## src/rtl/pipe_pkg.sv

```systemverilog
// Shared opcode constants and controller state encoding for the pipeline
// hazard controller.
package pipe_pkg;

   localparam logic [3:0] OP_LW  = 4'b1000;
   localparam logic [3:0] OP_SW  = 4'b1001;
   localparam logic [3:0] OP_B   = 4'b1010;
   localparam logic [3:0] OP_BR  = 4'b1011;
   localparam logic [3:0] OP_HLT = 4'b1111;

   localparam logic [1:0] DRAIN_LEN = 2'd2;

   typedef enum logic [1:0] {
      RUN      = 2'd0,
      MEM_WAIT = 2'd1,
      DRAIN    = 2'd2,
      HALTED   = 2'd3
   } state_t;

endpackage

```

## src/rtl/sat_counter.sv

```systemverilog
// Width-parameterised event counter that sticks at all-ones instead of
// wrapping.
module sat_counter #(
   parameter int W = 16
) (
   input  logic         clk,
   input  logic         rst,
   input  logic         inc,
   output logic [W-1:0] count
);

   localparam logic [W-1:0] ONE = W'(1);
   localparam logic [W-1:0] MAX = {W{1'b1}};

   always_ff @(posedge clk or negedge rst) begin
      if (!rst) begin
         count <= '0;
      end else if (inc && (count != MAX)) begin
         count <= count + ONE;
      end
   end

endmodule

```

## src/rtl/pipe_ctrl.sv

```systemverilog
// Five-stage pipeline hazard controller: load-use stalls, branch flushes,
// data-memory freezes and HLT drain, plus saturating stall/flush counters.
module pipe_ctrl
   import pipe_pkg::*;
#(
   parameter int CNT_W = 16
) (
   input  logic             clk,
   input  logic             rst,
   input  logic [3:0]       id_op,
   input  logic [3:0]       id_rs,
   input  logic [3:0]       id_rt,
   input  logic [3:0]       ex_op,
   input  logic [3:0]       ex_rd,
   input  logic             ex_br_taken,
   input  logic             dmem_busy,
   output logic             pc_we,
   output logic             if_id_we,
   output logic             id_ex_we,
   output logic             ex_mem_we,
   output logic             mem_wb_we,
   output logic             if_id_clr,
   output logic             id_ex_clr,
   output logic             halted,
   output logic [CNT_W-1:0] stall_cnt,
   output logic [CNT_W-1:0] flush_cnt
);

   state_t     state, state_nxt;
   state_t     eff_state;
   logic       ret_drain, ret_drain_nxt;
   logic [1:0] drain_cnt, drain_cnt_nxt;
   logic       stall_inc, flush_inc;
   logic       load_use;
   logic       unused_ok;

   // The ID opcode is not needed for hazard detection; operands are compared
   // unconditionally, which is conservative for instructions lacking rt.
   assign unused_ok = ^{id_op, OP_SW, OP_B, OP_BR};

   assign load_use = (ex_op == OP_LW) && (ex_rd != 4'd0) &&
                     ((ex_rd == id_rs) || (ex_rd == id_rt));

   always_ff @(posedge clk or negedge rst) begin
      if (!rst) begin
         state     <= RUN;
         ret_drain <= 1'b0;
         drain_cnt <= 2'd0;
      end else begin
         state     <= state_nxt;
         ret_drain <= ret_drain_nxt;
         drain_cnt <= drain_cnt_nxt;
      end
   end

   // MEM_WAIT behaves as whichever state it interrupted once memory is ready.
   always_comb begin
      eff_state = state;
      if (state == MEM_WAIT) begin
         eff_state = ret_drain ? DRAIN : RUN;
      end
   end

   always_comb begin
      pc_we         = 1'b0;
      if_id_we      = 1'b0;
      id_ex_we      = 1'b0;
      ex_mem_we     = 1'b0;
      mem_wb_we     = 1'b0;
      if_id_clr     = 1'b0;
      id_ex_clr     = 1'b0;
      halted        = 1'b0;
      stall_inc     = 1'b0;
      flush_inc     = 1'b0;
      state_nxt     = state;
      ret_drain_nxt = ret_drain;
      drain_cnt_nxt = drain_cnt;

      if (rst) begin
         if (state == HALTED) begin
            halted = 1'b1;
         end else if (dmem_busy) begin
            stall_inc     = 1'b1;
            state_nxt     = MEM_WAIT;
            ret_drain_nxt = (eff_state == DRAIN);
         end else if (eff_state == DRAIN) begin
            id_ex_we      = 1'b1;
            ex_mem_we     = 1'b1;
            mem_wb_we     = 1'b1;
            id_ex_clr     = 1'b1;
            drain_cnt_nxt = (drain_cnt == 2'd0) ? 2'd0 : drain_cnt - 2'd1;
            state_nxt     = (drain_cnt <= 2'd1) ? HALTED : DRAIN;
         end else begin
            pc_we     = 1'b1;
            if_id_we  = 1'b1;
            id_ex_we  = 1'b1;
            ex_mem_we = 1'b1;
            mem_wb_we = 1'b1;
            state_nxt = RUN;
            // Lower-priority events are simply not acted on; the held pipeline
            // registers present them again next cycle.
            if (ex_br_taken) begin
               if_id_clr = 1'b1;
               id_ex_clr = 1'b1;
               flush_inc = 1'b1;
            end else if (ex_op == OP_HLT) begin
               pc_we         = 1'b0;
               if_id_we      = 1'b0;
               id_ex_clr     = 1'b1;
               state_nxt     = DRAIN;
               drain_cnt_nxt = DRAIN_LEN;
            end else if (load_use) begin
               pc_we     = 1'b0;
               if_id_we  = 1'b0;
               id_ex_clr = 1'b1;
               stall_inc = 1'b1;
            end
         end
      end
   end

   sat_counter #(.W(CNT_W)) u_stall_cnt (
      .clk   (clk),
      .rst   (rst),
      .inc   (stall_inc),
      .count (stall_cnt)
   );

   sat_counter #(.W(CNT_W)) u_flush_cnt (
      .clk   (clk),
      .rst   (rst),
      .inc   (flush_inc),
      .count (flush_cnt)
   );

endmodule

```

## config.mk

```make
export PLATFORM = sky130hd
export DESIGN_NAME = pipe_ctrl
export DESIGN_NICKNAME = d
export VERILOG_FILES = /design/src/rtl/pipe_pkg.sv /design/src/rtl/sat_counter.sv /design/src/rtl/pipe_ctrl.sv
export SDC_FILE = /design/constraint.sdc
export NUM_CORES = 1
export LEC_CHECK = 0
export ABC_AREA = 1
export BUFFER_PORTS_ARGS = -buffer_cell sky130_fd_sc_hd__buf_2
export CAP_MARGIN = 20
export CORE_ASPECT_RATIO = 0.5
export CORE_MARGIN = 5
export CORE_UTILIZATION = 50
export CTS_BUF_LIST = sky130_fd_sc_hd__clkbuf_8
export CTS_CLUSTER_DIAMETER = 40
export DETAILED_ROUTE_END_ITERATION = 6
export HOLD_SLACK_MARGIN = 0.02
export PLACE_DENSITY = 0.86
export SYNTH_ARGS = -nofsm -noshare
export SYNTH_HDL_FRONTEND = slang
export SYNTH_SLANG_ARGS = --single-unit
```

## constraint.sdc

```tcl
create_clock -name clk -period 2.91 [get_ports clk]
set_input_delay 0.873 -clock clk [delete_from_list [all_inputs] [get_ports clk]]
set_output_delay 0.873 -clock clk [all_outputs]
set_load 0.1 [all_outputs]
```

# After elaboration in Yosys (flattened, before gate mapping)

Index checks and enable logic that the tools add are counted.

Flip-flop bits (word level): 37
Input port bits: 24
Output and inout bits: 40
Logic and storage cells: 73

Add/subtract/negate cells: 3
Order comparisons: 1
Equal/unequal tests: 10
Multiplexer cells: 41
Bitwise gates (word level): 2
Reductions and logical operators: 11

Operators with widths:

| cell                    | count |
|---|---|
| $add A16 B1 Y16 const B | 2 |
| $ne A16 B16 Y1 const B  | 2 |
| $mux W1                 | 31 |
| $mux W2                 | 10 |
| $eq A4 B4 Y1            | 2 |
| $eq A4 B4 Y1 const B    | 2 |
| $reduce_and A5 Y1       | 1 |
| $eq A2 B2 Y1 const B    | 2 |
| $logic_and A1 B1 Y1     | 4 |
| $reduce_bool A4 Y1      | 1 |
| $reduce_and A3 Y1       | 1 |
| $eq A2 B1 Y1 const B    | 1 |
| $le A2 B1 Y1 const B    | 1 |
| $logic_not A2 Y1        | 1 |
| $ne A2 B1 Y1 const B    | 1 |
| $not A1 Y1              | 2 |
| $reduce_and A2 Y1       | 1 |
| $reduce_bool A2 Y1      | 1 |
| $sub A2 B1 Y2 const B   | 1 |
| $logic_or A1 B1 Y1      | 1 |

# Depth between registers and ports, before layout

Word-level depth: 11
Gate-level depth with buffers: 12
Gate-level depth less buffers: 11

# Cells and area by module

From an unflattened synthesis, not the netlist that was laid out.

Cell total of the unflattened synthesis: 409
Area, all modules: 2703.8 um2

By module, submodules not included:

| module                     | instances | cells an instance | area an instance (um2) | sequential area each (um2) |
|---|---|---|---|---|
| sat_counter at u_stall_cnt | 1         | 163               | 1069.8                 | 400.4 |
| sat_counter at u_flush_cnt | 1         | 149               | 1058.5                 | 400.4 |
| pipe_ctrl                  | 1         | 97                | 575.6                  | 125.1 |

# Worst setup path before layout

No wires, ideal clock.

Kind: input-to-output
Start point: input rst
End point: output id_ex_clr
Arrival: 3573 ps
Required time: 2037 ps
Setup slack: -1536 ps
Stages on the path: 3
Buffers on the path: 0
Cell sequence: nand2_4 nor2_8 a21boi_0

Word-level cells in the longest chain between the ends: 1

Ends and longest elaborated chain:

| item            | line            | source |
|---|---|---|
| start, declared | pipe_ctrl.sv:9  | `input logic rst,` |
| $mux W1         | pipe_ctrl.sv:79 | `if (rst) begin` |
| end, declared   | pipe_ctrl.sv:23 | `output logic id_ex_clr,` |

Every way passes these cells.

# Worst setup path in the final report

Start point: input ex_rd[3]
End point: output pc_we

Word-level cells in the longest chain between the ends: 10
Elaborated cells on any way between the ends: 13

Ends and longest elaborated chain:

| item                                                             | line                             | source |
|---|---|---|
| start, declared                                                  | pipe_ctrl.sv:14                  | `input logic [3:0] ex_rd,` |
| $eq A4 B4 Y1 / $reduce_bool A4 Y1 (equally long branches)        | pipe_ctrl.sv:42, pipe_ctrl.sv:41 |  |
| $logic_or A1 B1 Y1 / $logic_and A1 B1 Y1 (equally long branches) | pipe_ctrl.sv:42, pipe_ctrl.sv:41 |  |
| $logic_and A1 B1 Y1 (*)                                          | pipe_ctrl.sv:41                  | `assign load_use = (ex_op == OP_LW) && (ex_rd != 4'd0) &&` |
| $mux W1 (*)                                                      | pipe_ctrl.sv:112                 | `end else if (load_use) begin` |
| $mux W1 (*)                                                      | pipe_ctrl.sv:106                 | `end else if (ex_op == OP_HLT) begin` |
| $mux W1 (*)                                                      | pipe_ctrl.sv:102                 | `if (ex_br_taken) begin` |
| $mux W1 (*)                                                      | pipe_ctrl.sv:86                  | `end else if (eff_state == DRAIN) begin` |
| $mux W1 (*)                                                      | pipe_ctrl.sv:82                  | `end else if (dmem_busy) begin` |
| $mux W1 (*)                                                      | pipe_ctrl.sv:80                  | `if (state == HALTED) begin` |
| $mux W1 (*)                                                      | pipe_ctrl.sv:79                  |  |
| end, declared                                                    | pipe_ctrl.sv:17                  | `output logic pc_we,` |

Every way passes the cells marked *; elsewhere a longest branch is shown, timed or not.

==> results.cfg <==
[outcome]
status = finished, final reports clean

[global_route]
grt_pass1_vias = 2180
grtUsageTotal_pct = 17.6
grt-ovfl-total = 0
antenna_found_initial = 0
grt_start_max_net_pins = 39
grt_pass1_wl_microns = 9660

[cts]
h-tree-depth = 2
cts_sinks = 37
clock_path_buffers = 2
numCtsBuffers = 5
root_buffer = clkbuf_8
clk_pin_slew_worst_paths_ps = 80
cts_tree = yes
hold_buffers = 0
cts_resized = 0
postCtsSetupBuffers = 0
clock_latency_ps = 290

[routing]
drc = 0
routed_wl_microns = 5660
vias = 2355
wl_met2_microns = 2790
routed_via_density = 4.91
wl_met3_microns = 220
drtIter0Drc = 80
m1WireLength_microns = 2610
wl_per_cell_microns = 11.8
final_antenna_net_count = 0
first_pass_iters = 5
top_layer = met4

[floorplanning]
die_h_microns = 60.6
rows = 18
start_util_pct = 52.0
dieArea_sq_um = 6740
die_w_microns = 111
io_pins = 64
fp.coreArea_sq_um = 4930

[min_path]
hold_class = flip-flop to flip-flop
hold_depth = 1
holdCritStartpoint = drain_cnt[1]

[logic_synthesis]
synth_area_sq_um = 2560
netlist_instances = 349
ys_ff_latch = 37
synth-simple-area-share_pct = 42.2
ys_seq_area_share_pct = 36.1
yosys.area_share.adder_pct = 0.977
synthMuxAreaShare_pct = 0
synth_cell_types = 32
synth_compound_area_share_pct = 3.66
syn_area_per_cell_sq_um = 7.34
synth_xor_area_share_pct = 7.86
syn-num-nets = 375
synth_top_family_by_area = simple AND/OR/NAND/NOR gates
yosysWarnings = 0

[finish]
diodes = 0
layout_common_cells = nand2_1 (105), buf_2 (51), inv_1 (39)
layout.nets = 435
final_common_cell = nand2_1
fillCellCount = 440
drive_gt1_share_pct = 25.6
syn_to_final_growth_pct = 24.0

[sta]
worst_pin_slew_ps = 499
rsz0062_at_grt = false
skew_ps = 8.79
min_period_ps = 2790
timing.hold.ws_ps = 490
setup_ws_ps = 123
finalMaxSlewViolations = 0
relSlewSlack_pct = 66.9
min_period_over_period_pct = 95.8
finalHoldViolCount = 0
max_freq_mhz = 359
setup_viol = 0

[setup_path]
cpPeakStageDelay_ps = 170
critPathMaxFanout = 4
critPathLaunch = ex_rd[3]
worstPathArrival_ps = 1910
crit_chain = buf_2 > inv_1 > nand2_1 > nand2_1 > nor2_1 > nand2_1 > nand2_1 > nand2_1 > nand3_1 > nand2_8 > buf_12
r2r-start = u_flush_cnt.count[0]
cp-start-kind = primary input
worstSetupEndpointType = primary output
critPathRequiredTime_ps = 2040
r2r_cells = 8
worstSetupPathType = primary input to primary output
worst_path_most_repeated_cell = nand2_1
crit_slowest_cell = nand3_1

[placement]
place.gp.congestion = 0.861
portBuffers = 59
dp_slack_ps = 125
dp_hpwl_microns = 4280

[power]
peakVddDrop_mv = 0.673
p_leak_uw = 0.00166
p_per_area_nw_per_um2 = 849

[run]
max_cap_viol_count = 0
==> critical path: cells and delay by family <==
kind	cells	cell delay (ps)
simple gates	8	680
buf+inv	3	360
==> cells by family after synthesis <==
group                    Yosys count
flip-flops                        37
XOR/XNOR                          23
AO/OA/AOI/OAI                     17
adder cells (fa/ha/maj)            2
buffers and inverters             52
AND/OR/NAND/NOR                  218
==> per-stage QoR <==
stage / instance area, sq um / setup TNS (ps) / util (%) / std cells / total power, uW
after floorplan: 2610 / -675 / - / 349 / 1910
after global placement: 3040 / 0 / 61.7 / 472 / 2150
after detailed placement: 3040 / 0 / 61.7 / 472 / 2170
after CTS: 3180 / 0 / 64.4 / 480 / 2720
after global routing: 3180 / 0 / 64.4 / 480 / 2830
final: 3180 / 0 / 64.4 / 480 / 2700
==> area by class of cell <==
class	count	area, sq um	area share [%]
multi-input combinational	260	1430	45.1
sequential	37	926	29.1
timing repair buffer	61	430	13.5
inverter	44	168	5.28
tap	70	87.6	2.76
clock buffer	5	68.8	2.17
clock inverter	3	65.1	2.05
==> synthesized netlist by cell type <==
| master | instances | area (sq um) |
|---|---|---|
| nor2_8 | 3 | 60.1 |
| nor2_1 | 25 | 93.8 |
| nand4_1 | 3 | 18.8 |
| nand3b_1 | 3 | 22.5 |
| a21oi_1 | 2 | 10.0 |
| nor2_4 | 3 | 33.8 |
| inv_1 | 40 | 150 |
| a21boi_0 | 1 | 7.51 |
| inv_2 | 4 | 15.0 |
| nor2_2 | 1 | 6.26 |
| buf_2 | 3 | 15.0 |
| nand3_1 | 35 | 175 |
| xnor2_1 | 7 | 61.3 |
| nand3_2 | 1 | 10.0 |
| nor3_1 | 17 | 85.1 |
| ha_1 | 2 | 25.0 |
| nor3_2 | 1 | 10.0 |
| buf_12 | 1 | 20.0 |
| o21ai_0 | 10 | 50.1 |
| nand2_8 | 1 | 20.0 |
| or3_4 | 1 | 11.3 |
| o31ai_1 | 1 | 7.51 |
| buf_6 | 1 | 11.3 |
| o21ai_1 | 2 | 10.0 |
| or2_2 | 1 | 6.26 |
| dfrtp_1 | 37 | 926 |
| a2bb2oi_1 | 1 | 8.76 |
| buf_4 | 3 | 22.5 |
| nand2_4 | 5 | 56.3 |
| xor2_1 | 16 | 140 |
| nand2_1 | 106 | 398 |
| nand2_2 | 12 | 75.1 |
==> registers in the layout, indices dropped and copies added (netlist names) <==
| register | flops |
|---|---|
| u_flush_cnt.count | 16 |
| ret_drain | 1 |
| state | 2 |
| u_stall_cnt.count | 16 |
| drain_cnt | 2 |
==> power breakdown <==
| part | total, uW | internal [uW] | switching, uW |
|---|---|---|---|
| logic | 1400 | 303 | 1100 |
| registers | 765 | 621 | 143 |
| clock network | 534 | 341 | 193 |
==> final timing paths <==
kind                                    endpoint  slack, ps
max                                        pc_we        120
min reg2reg                             state[0]        490
max in group asynchronous  u_stall_cnt.count[12]       1840
min in group asynchronous               state[1]        740
max reg2reg                u_flush_cnt.count[14]        850
min                                     state[0]        490
==> metal layers <==
layer / track usage (%) / up-vias
met5: 0 / -
met4: 3.81 / 0
met3: 4.18 / 4
met2: 32.2 / 51
met1: 21.9 / 1078
li1: - / 1222
Note: power is estimated with default switching activity, not from simulation.
